$ cat config.mk
export PLATFORM = sky130hd
export DESIGN_NAME = atm_keypad_entry
export DESIGN_NICKNAME = d
export VERILOG_FILES = /design/src/rtl/atm_keypad_entry.sv
export SDC_FILE = /design/constraint.sdc
export NUM_CORES = 1
export LEC_CHECK = 0
export ABC_AREA = 1
export CORE_ASPECT_RATIO = 1.25
export CORE_UTILIZATION = 25
export CTS_BUF_LIST = sky130_fd_sc_hd__clkbuf_16
export CTS_CLUSTER_SIZE = 28
export DETAILED_ROUTE_END_ITERATION = 8
export GPL_ROUTABILITY_DRIVEN = 0
export PLACE_DENSITY = 0.5
export REMOVE_ABC_BUFFERS = 1
export SETUP_SLACK_MARGIN = 0.02
export SLEW_MARGIN = 20
export SYNTH_ARGS = -nofsm -noshare
export SYNTH_HDL_FRONTEND = slang
export SYNTH_SLANG_ARGS = --single-unit
export TNS_END_PERCENT = 20
$ cat constraint.sdc
create_clock -name clk -period 2 [get_ports clk]
set_input_delay 0.6 -clock clk [delete_from_list [all_inputs] [get_ports clk]]
set_output_delay 0.6 -clock clk [all_outputs]
set_load 0.03 [all_outputs]
$ cat src/rtl/atm_keypad_entry.sv
// rtl/atm_keypad_entry.sv - keypad front-end collecting account digit and 4-digit BCD PIN for the ATM
// Optional inactivity discard in S_PIN enabled by defining KEYPAD_TIMEOUT_EN.
module atm_keypad_entry #(
    parameter int TIMEOUT_CYCLES = 1000,
    parameter int TIMER_W        = 16
) (
    input  logic        clk,
    input  logic        rst,
    input  logic        key_valid,
    input  logic [3:0]  key_code,
    input  logic        out_ready,
    output logic        out_valid,
    output logic [3:0]  acc_num,
    output logic [15:0] pin,
    output logic [2:0]  digit_count,
    output logic        error,
    output logic        timeout
);

    typedef enum logic [1:0] {S_ACC, S_PIN, S_HOLD} state_t;

    if (2**TIMER_W <= TIMEOUT_CYCLES) begin : g_bad_timer_w
        $error("TIMER_W too narrow for TIMEOUT_CYCLES");
    end

    state_t      state_q;
    logic        out_valid_q;
    logic [3:0]  acc_q;
    logic [15:0] pin_q;
    logic [2:0]  cnt_q;
    logic        error_q;

    logic is_digit, is_clear, is_bs, is_enter;

    assign is_digit = key_valid && (key_code <= 4'd9);
    assign is_clear = key_valid && (key_code == 4'hA);
    assign is_bs    = key_valid && (key_code == 4'hB);
    assign is_enter = key_valid && (key_code == 4'hC);

`ifdef KEYPAD_TIMEOUT_EN
    logic               timeout_q;
    logic [TIMER_W-1:0] idle_q;
`endif

    always_ff @(posedge clk or negedge rst) begin
        if (!rst) begin
            state_q     <= S_ACC;
            out_valid_q <= 1'b0;
            acc_q       <= 4'h0;
            pin_q       <= 16'h0;
            cnt_q       <= 3'd0;
            error_q     <= 1'b0;
`ifdef KEYPAD_TIMEOUT_EN
            timeout_q   <= 1'b0;
            idle_q      <= '0;
`endif
        end else begin
            error_q <= 1'b0;
`ifdef KEYPAD_TIMEOUT_EN
            // Idle counter defaults to clear; only a keyless S_PIN cycle advances it.
            timeout_q <= 1'b0;
            idle_q    <= '0;
`endif
            case (state_q)
                S_ACC: begin
                    if (is_digit) begin
                        acc_q   <= key_code;
                        cnt_q   <= 3'd0;
                        pin_q   <= 16'h0;
                        state_q <= S_PIN;
                    end else if (is_enter) begin
                        error_q <= 1'b1;
                    end
                end
                S_PIN: begin
                    if (is_digit) begin
                        if (cnt_q != 3'd4) begin
                            pin_q <= {pin_q[11:0], key_code};
                            cnt_q <= cnt_q + 3'd1;
                        end else begin
                            error_q <= 1'b1;
                        end
                    end else if (is_bs) begin
                        if (cnt_q != 3'd0) begin
                            pin_q <= {4'h0, pin_q[15:4]};
                            cnt_q <= cnt_q - 3'd1;
                        end else begin
                            acc_q   <= 4'h0;
                            state_q <= S_ACC;
                        end
                    end else if (is_clear) begin
                        acc_q   <= 4'h0;
                        pin_q   <= 16'h0;
                        cnt_q   <= 3'd0;
                        state_q <= S_ACC;
                    end else if (is_enter) begin
                        if (cnt_q == 3'd4) begin
                            out_valid_q <= 1'b1;
                            state_q     <= S_HOLD;
                        end else begin
                            error_q <= 1'b1;
                        end
                    end
`ifdef KEYPAD_TIMEOUT_EN
                    else if (idle_q == TIMER_W'(TIMEOUT_CYCLES - 1)) begin
                        acc_q     <= 4'h0;
                        pin_q     <= 16'h0;
                        cnt_q     <= 3'd0;
                        timeout_q <= 1'b1;
                        state_q   <= S_ACC;
                    end else begin
                        idle_q <= idle_q + 1'b1;
                    end
`endif
                end
                S_HOLD: begin
                    // Keys arriving here, even on the handshake edge, are dropped.
                    if (out_ready) begin
                        out_valid_q <= 1'b0;
                        acc_q       <= 4'h0;
                        pin_q       <= 16'h0;
                        cnt_q       <= 3'd0;
                        state_q     <= S_ACC;
                    end
                end
                default: state_q <= S_ACC;
            endcase
        end
    end

    assign out_valid   = out_valid_q;
    assign acc_num     = acc_q;
    assign pin         = pin_q;
    assign digit_count = cnt_q;
    assign error       = error_q;
`ifdef KEYPAD_TIMEOUT_EN
    assign timeout     = timeout_q;
`else
    assign timeout     = 1'b0;
`endif

endmodule
==> results of run 1 <==
## worst paths after layout
check                                  startpoint                      to  cells after the start
max                            pin[6]$_DFFE_PN0P_                  pin[6]                      1
min                        acc_num[1]$_DFFE_PN0P_  acc_num[1]$_DFFE_PN0P_                      2
max reg2reg                state_q[1]$_DFFE_PN0P_      pin[5]$_DFFE_PN0P_                      9
min reg2reg                acc_num[1]$_DFFE_PN0P_  acc_num[1]$_DFFE_PN0P_                      2
max in group asynchronous                     rst     pin[12]$_DFFE_PN0P_                      2
min in group asynchronous                     rst  acc_num[1]$_DFFE_PN0P_                      2
## cells in the mapped netlist
cell | count | share of area, %
a21oi_1 | 4 | 1.2
buf_2 | 2 | 0.62
buf_4 | 3 | 1.4
buf_6 | 1 | 0.70
clkbuf_1 | 2 | 0.46
clkbuf_2 | 1 | 0.31
conb_1 | 1 | 0.23
dfrtp_1 | 27 | 42
ha_1 | 7 | 5.4
inv_1 | 24 | 5.6
inv_2 | 1 | 0.23
nand2_1 | 79 | 18
nand2_2 | 1 | 0.39
nand3_1 | 30 | 9.3
nand3b_1 | 1 | 0.46
nand4_1 | 7 | 2.7
nor2_1 | 17 | 3.9
nor2_4 | 1 | 0.70
o21ai_0 | 13 | 4.0
o22ai_1 | 3 | 1.2
xnor2_1 | 1 | 0.54
xor2_1 | 1 | 0.54
## cells by family after synthesis
logic type	share of synthesized area [%]
buffers and inverters	9.28
flip-flops	41.8
AO/OA/AOI/OAI	6.42
other	0.232
adder cells (fa/ha/maj)	5.41
XOR/XNOR	1.08
AND/OR/NAND/NOR	35.8
## what timing repair did
item,in CTS,in global routing
setup endpoints to repair,12,29
setup buffers,0,0
pin swaps,0,1
resized for setup,2,10
## final cells by class
type | instances | area [um^2]
Tap cell | 85 | 106
Clock inverter | 1 | 7.51
Inverter | 25 | 93.8
Multi-Input combinational cell | 166 | 812
Timing Repair Buffer | 58 | 541
Clock buffer | 3 | 75.1
Fill cell | 672 | 3890
Sequential cell | 27 | 676
## per-stage QoR
| step | instances | area [um^2] | util (%) | setup TNS (ns) |
|---|---|---|---|---|
| 2_1_floorplan | 218 | 1560 | - | -6.51 |
| 3_3_place_gp | 361 | 2200 | 35.4 | -6.40 |
| 3_5_place_dp | 361 | 2200 | 35.4 | -6.53 |
| 4_1_cts | 365 | 2280 | 36.7 | 0 |
| 5_1_grt | 365 | 2310 | 37.2 | 0 |
| 6_report | 365 | 2310 | 37.2 | 0 |
## power by group through the flow
stage | registers [mW] | logic (mW) | clock network, mW
floorplan | 0.864 | 0.663 | 0
global placement | 0.730 | 1.45 | 0
finish | 0.719 | 1.46 | 0.477
CTS | 0.720 | 1.44 | 0.496
global route | 0.734 | 1.64 | 0.518
detailed placement | 0.731 | 1.44 | 0
## routing by layer
| metal | track usage (%) | part of all wire (%) | wire, um | vias up |
|---|---|---|---|---|
| met5 | 0 | 0 | 0 | - |
| met4 | 2.88 | 0.81 | 35 | 0 |
| met3 | 2.31 | 3.3 | 145 | 4 |
| met2 | 23.0 | 48 | 2090 | 34 |
| met1 | 18.7 | 48 | 2070 | 733 |
| li1 | - | - | - | 824 |
## registers in the layout, indices dropped and copies added (netlist names)
| name | flops |
|---|---|
| state_q | 2 |
| acc_num | 4 |
| error | 1 |
| out_valid | 1 |
| pin | 16 |
| digit_count | 3 |
==> qor.txt, run 1 <==
Via count -> 1595
DR pass1 iterations -> 4
Synth cell types -> 22
Vias/cell -> 4.37
CP max stage delay -> 0.69 ns
Worst Setup Path Type -> reg -> out
Unrepaired setup endpoints after global routing -> true
Final global-route overflow total -> 0
Mapped cell area -> 1620 um^2
Sequential power share -> 27.0%
Status -> complete, no violations
Vias in the first global route -> 1546
FP Rows -> 32
Fin crit period -> 1.94 ns
TritonCTS buffer count -> 3
Total track usage -> 13.9%
CP max-delay cell -> clkdlybuf4s50_1
Layout cell share with drive strength beyond 1 -> 13.6%
CTS tree -> built
Clk pwr share -> 17.9%
Buf/Inv on CP -> 1
Ant diodes -> 0
Arr. time, crit path -> 1.34 ns
Combinational power share -> 55.0%
Initial antenna violation count -> 0
Final max-slew violation count -> 0
Most frequent cells in the layout -> 77 x nand2_1, 29 x nand3_1, 27 x dfrtp_1, 27 x clkdlybuf4s50_1
CTS sink count -> 27
Setup Viol. Count Final -> 0
Pre-CTS WS -> -0.273 ns
Crit. End Element -> primary output
Chip Width -> 74.0 um
Largest net degree at the start of global routing -> 28
P per Cell Area -> 1150 nW/um^2
Hold_buf cts -> 0
Clk_skew -> 0.00319 ns
Synth Area per Inst -> 7.13 um^2
Sw Pwr -> 1.14 mW
Fmax -> 514 MHz
CTS max path bufs -> 2
Insertion delay to the later sink of the worst-skew pair -> 0.27 ns
H-Tree Depth -> 1
First-pass GRT wire length -> 7.34 mm
Power Internal -> 1.52 mW
Critical Path Source Type -> flip-flop
Nets -> 296
Total power -> 2.66 mW
LEAKAGE -> 1.17 nW
CP required -> 1.40 ns
Worst-path clk slew -> 0.07 ns
Final ANT Viol Nets -> 0
Yosys warns -> 0
Avg WL per Cell -> 11.9 um
Die ar. -> 6800 um^2
Fin crit share -> 97.2%
Post-Synthesis Cells -> 227
CP delay by family, top -> buffers and inverters
Switching portion of total power -> 42.9%
R2R setup slack -> 0.21 ns
Most common cell after layout, fill and taps aside -> nand2_1
Fin. Hold Viols -> 0
DRC -> 0
Area growth from synthesis to layout -> 42.8%
Sequential area share after synthesis -> 41.8%
Final wirelength -> 4.34 mm
Port Buffers -> 32
Min Hold Slack -> 0.469 ns
IO Pins -> 34
Core area -> 6210 um^2
Hold Crit Class -> reg -> reg
Initial core utilization -> 26.1%
Clock root cell -> clkbuf_16
Synthesis-stage register bit count -> 27
Final worst slack -> 0.0554 ns
Die Ht -> 91.9 um
Worst-path cell chain -> clkdlybuf4s50_1
Max-Cap Viols -> 0
Max VDD drop -> 0.449 mV
Dpl hpwl -> 3.26 mm
CP Max Fanout -> 3
Initial DRC count -> 38
(Power assumes the default switching activity.)
==> run 2: changes to the inputs <==
--- a/config.mk
+++ b/config.mk
@@ -7,13 +7,12 @@
 export LEC_CHECK = 0
 export ABC_AREA = 1
 export CORE_ASPECT_RATIO = 1.25
-export CORE_UTILIZATION = 25
+export CORE_UTILIZATION = 50
 export CTS_BUF_LIST = sky130_fd_sc_hd__clkbuf_16
 export CTS_CLUSTER_SIZE = 28
 export DETAILED_ROUTE_END_ITERATION = 8
 export GPL_ROUTABILITY_DRIVEN = 0
-export PLACE_DENSITY = 0.5
-export REMOVE_ABC_BUFFERS = 1
+export PLACE_DENSITY = 0.83
 export SETUP_SLACK_MARGIN = 0.02
 export SLEW_MARGIN = 20
 export SYNTH_ARGS = -nofsm -noshare
==> run 2 against run 1 <==
Effect of this change: the run now ends with setup timing left; die area down 49%; routed wire length up 6.6%; cell area up 1.3%; sequential power about the same; clock skew down 0.00074 ns; critical endpoint is now pin[11]$_DFFE_PN0P_.
==> qor.txt, run 2 (same netlist as run 1, synthesis figures left out) <==
Status -> finished with violations
Failing checks -> setup timing
Syn_nets -> 242
Port Buffers -> 32
LEAKAGE -> 1.21 nW
CTS sink count -> 27
Most frequent cells in the layout -> 74 x nand2_1, 29 x clkdlybuf4s50_1, 28 x nand3_1
Setup Viol. Count Final -> 3
Total track usage -> 25.3%
Final max-slew violation count -> 0
Worst-path clk slew -> 0.06 ns
IO Pins -> 34
TritonCTS buffer count -> 3
Die Ht -> 65.6 um
Hold_buf cts -> 0
Insertion delay to the later sink of the worst-skew pair -> 0.26 ns
Final ANT Viol Nets -> 0
Max-Cap Viols -> 0
CTS tree -> built
Nets -> 301
Max VDD drop -> 1.01 mV
Fin crit period -> 2.04 ns
CP max-delay cell -> clkdlybuf4s50_1
Vias in the first global route -> 1481
Initial antenna violation count -> 0
Final worst slack -> -0.0386 ns
CP max stage delay -> 0.57 ns
Area growth from synthesis to layout -> 44.7%
Fin. Hold Viols -> 0
CP Max Fanout -> 6
CTS max path bufs -> 2
Initial DRC count -> 77
CP most frequent cell -> buf_4
Fillcell total -> 219
Critical Path Source Type -> input port
Initial core utilization -> 53.9%
Largest net degree at the start of global routing -> 28
Via count -> 1747
Max reg flops -> 16
Fmax -> 491 MHz
Avg WL per Cell -> 14.4 um
DRC -> 0
Ant diodes -> 0
First-pass GRT wire length -> 6.41 mm
Chip Width -> 52.9 um
Final global-route overflow total -> 0
Fin crit share -> 102%
Crit. End Element -> flip-flop
Most common cell after layout, fill and taps aside -> nand2_1
Worst-path cell chain -> clkdlybuf4s50_1, nand4_1, buf_4, buf_4, o21ai_0, nand3_1, nand2_1
DR pass1 iterations -> 5
FP Rows -> 22
Arr. time, crit path -> 2.24 ns
Pre-CTS WS -> -0.266 ns
Dpl hpwl -> 2.78 mm
Sequential standard cell area -> 676 um^2
Multi-input gate area -> 855 um^2
H-Tree Depth -> 1
Clock root cell -> clkbuf_16
P per Cell Area -> 1210 nW/um^2
Hold Crit Class -> reg -> reg
Clk_skew -> 0.00245 ns
Worst Setup Path Type -> in -> reg
Vias/cell -> 5.44
Die ar. -> 3470 um^2
CP required -> 2.20 ns
Layout cell share with drive strength beyond 1 -> 17.2%
Final wirelength -> 4.63 mm
Core area -> 3000 um^2
Post-layout util -> 78.0%
==> run 2: path summary, 6_finish.rpt <==
| check | startpoint | depth (start not counted) | endpoint | slack [ns] |
|---|---|---|---|---|
| hold / removal | acc_num[2]$_DFFE_PN0P_ | 2 | acc_num[2]$_DFFE_PN0P_ | 0.47 |
| hold reg to reg | acc_num[2]$_DFFE_PN0P_ | 2 | acc_num[2]$_DFFE_PN0P_ | 0.47 |
| min in group asynchronous | rst | 2 | digit_count[2]$_DFFE_PN0P_ | 0.72 |
| setup reg to reg | state_q[1]$_DFFE_PN0P_ | 8 | pin[11]$_DFFE_PN0P_ | 0 |
| setup / recovery | key_valid | 7 | pin[11]$_DFFE_PN0P_ | -0.04 |
| max in group asynchronous | rst | 2 | digit_count[1]$_DFFE_PN0P_ | 1.02 |
==> run 2: per-layer routing <==
layer	global-route usage (%)	vias to the layer above	share of wire, %
met4	8.88	0	2.4
li1	-	840	-
met2	43.4	92	51
met1	31.8	801	40
met3	3.47	14	6.7
met5	0	-	0
==> run 2: worst max-delay path, delay by kind of cell <==
family | cells | cell delay, ns
and+or+nand+nor | 3 | 0.50
buffers and inverters | 3 | 0.95
AOI/OAI and AO/OA | 1 | 0.19
==> run 2: what timing repair did <==
item / in CTS / in global routing
cloned: 0 / 3
pin swaps: 0 / 5
gates resized for setup: 3 / 19
endpoints found under the setup margin: 20 / 24
buffers inserted: 0 / 4
==> run 2: through the flow <==
stage | TNS, ns | power (mW) | hold slack [ns] | instances | cell area (um^2)
6_report | -0.0562 | 2.82 | 0.470 | 321 | 2340
5_1_grt | -0.0536 | 3.00 | 0.493 | 321 | 2340
4_1_cts | 0 | 2.52 | 0.473 | 314 | 2200
3_5_place_dp | -5.56 | 2.03 | 0.457 | 310 | 2110
3_3_place_gp | -4.75 | 2.01 | 0.455 | 310 | 2110
2_1_floorplan | 0 | 1.61 | 0.304 | 227 | 1620
==> run 2: area by class of cell <==
class | count | share of cell area [%]
multi-input combinational | 168 | 36.5
sequential | 27 | 28.9
timing repair buffer | 61 | 25.3
inverter | 25 | 4.01
clock buffer | 3 | 3.21
tap | 36 | 1.92
clock inverter | 1 | 0.214
==> run 2: power by group <==
| group | switching (mW) | leakage [nW] | total [mW] | internal, mW |
|---|---|---|---|---|
| Sequential | 0.0731 | 0.366 | 0.716 | 0.643 |
| Clock | 0.184 | 0.0409 | 0.454 | 0.270 |
| Combinational | 0.960 | 0.801 | 1.65 | 0.693 |
| Total | 1.22 | 1.21 | 2.82 | 1.61 |
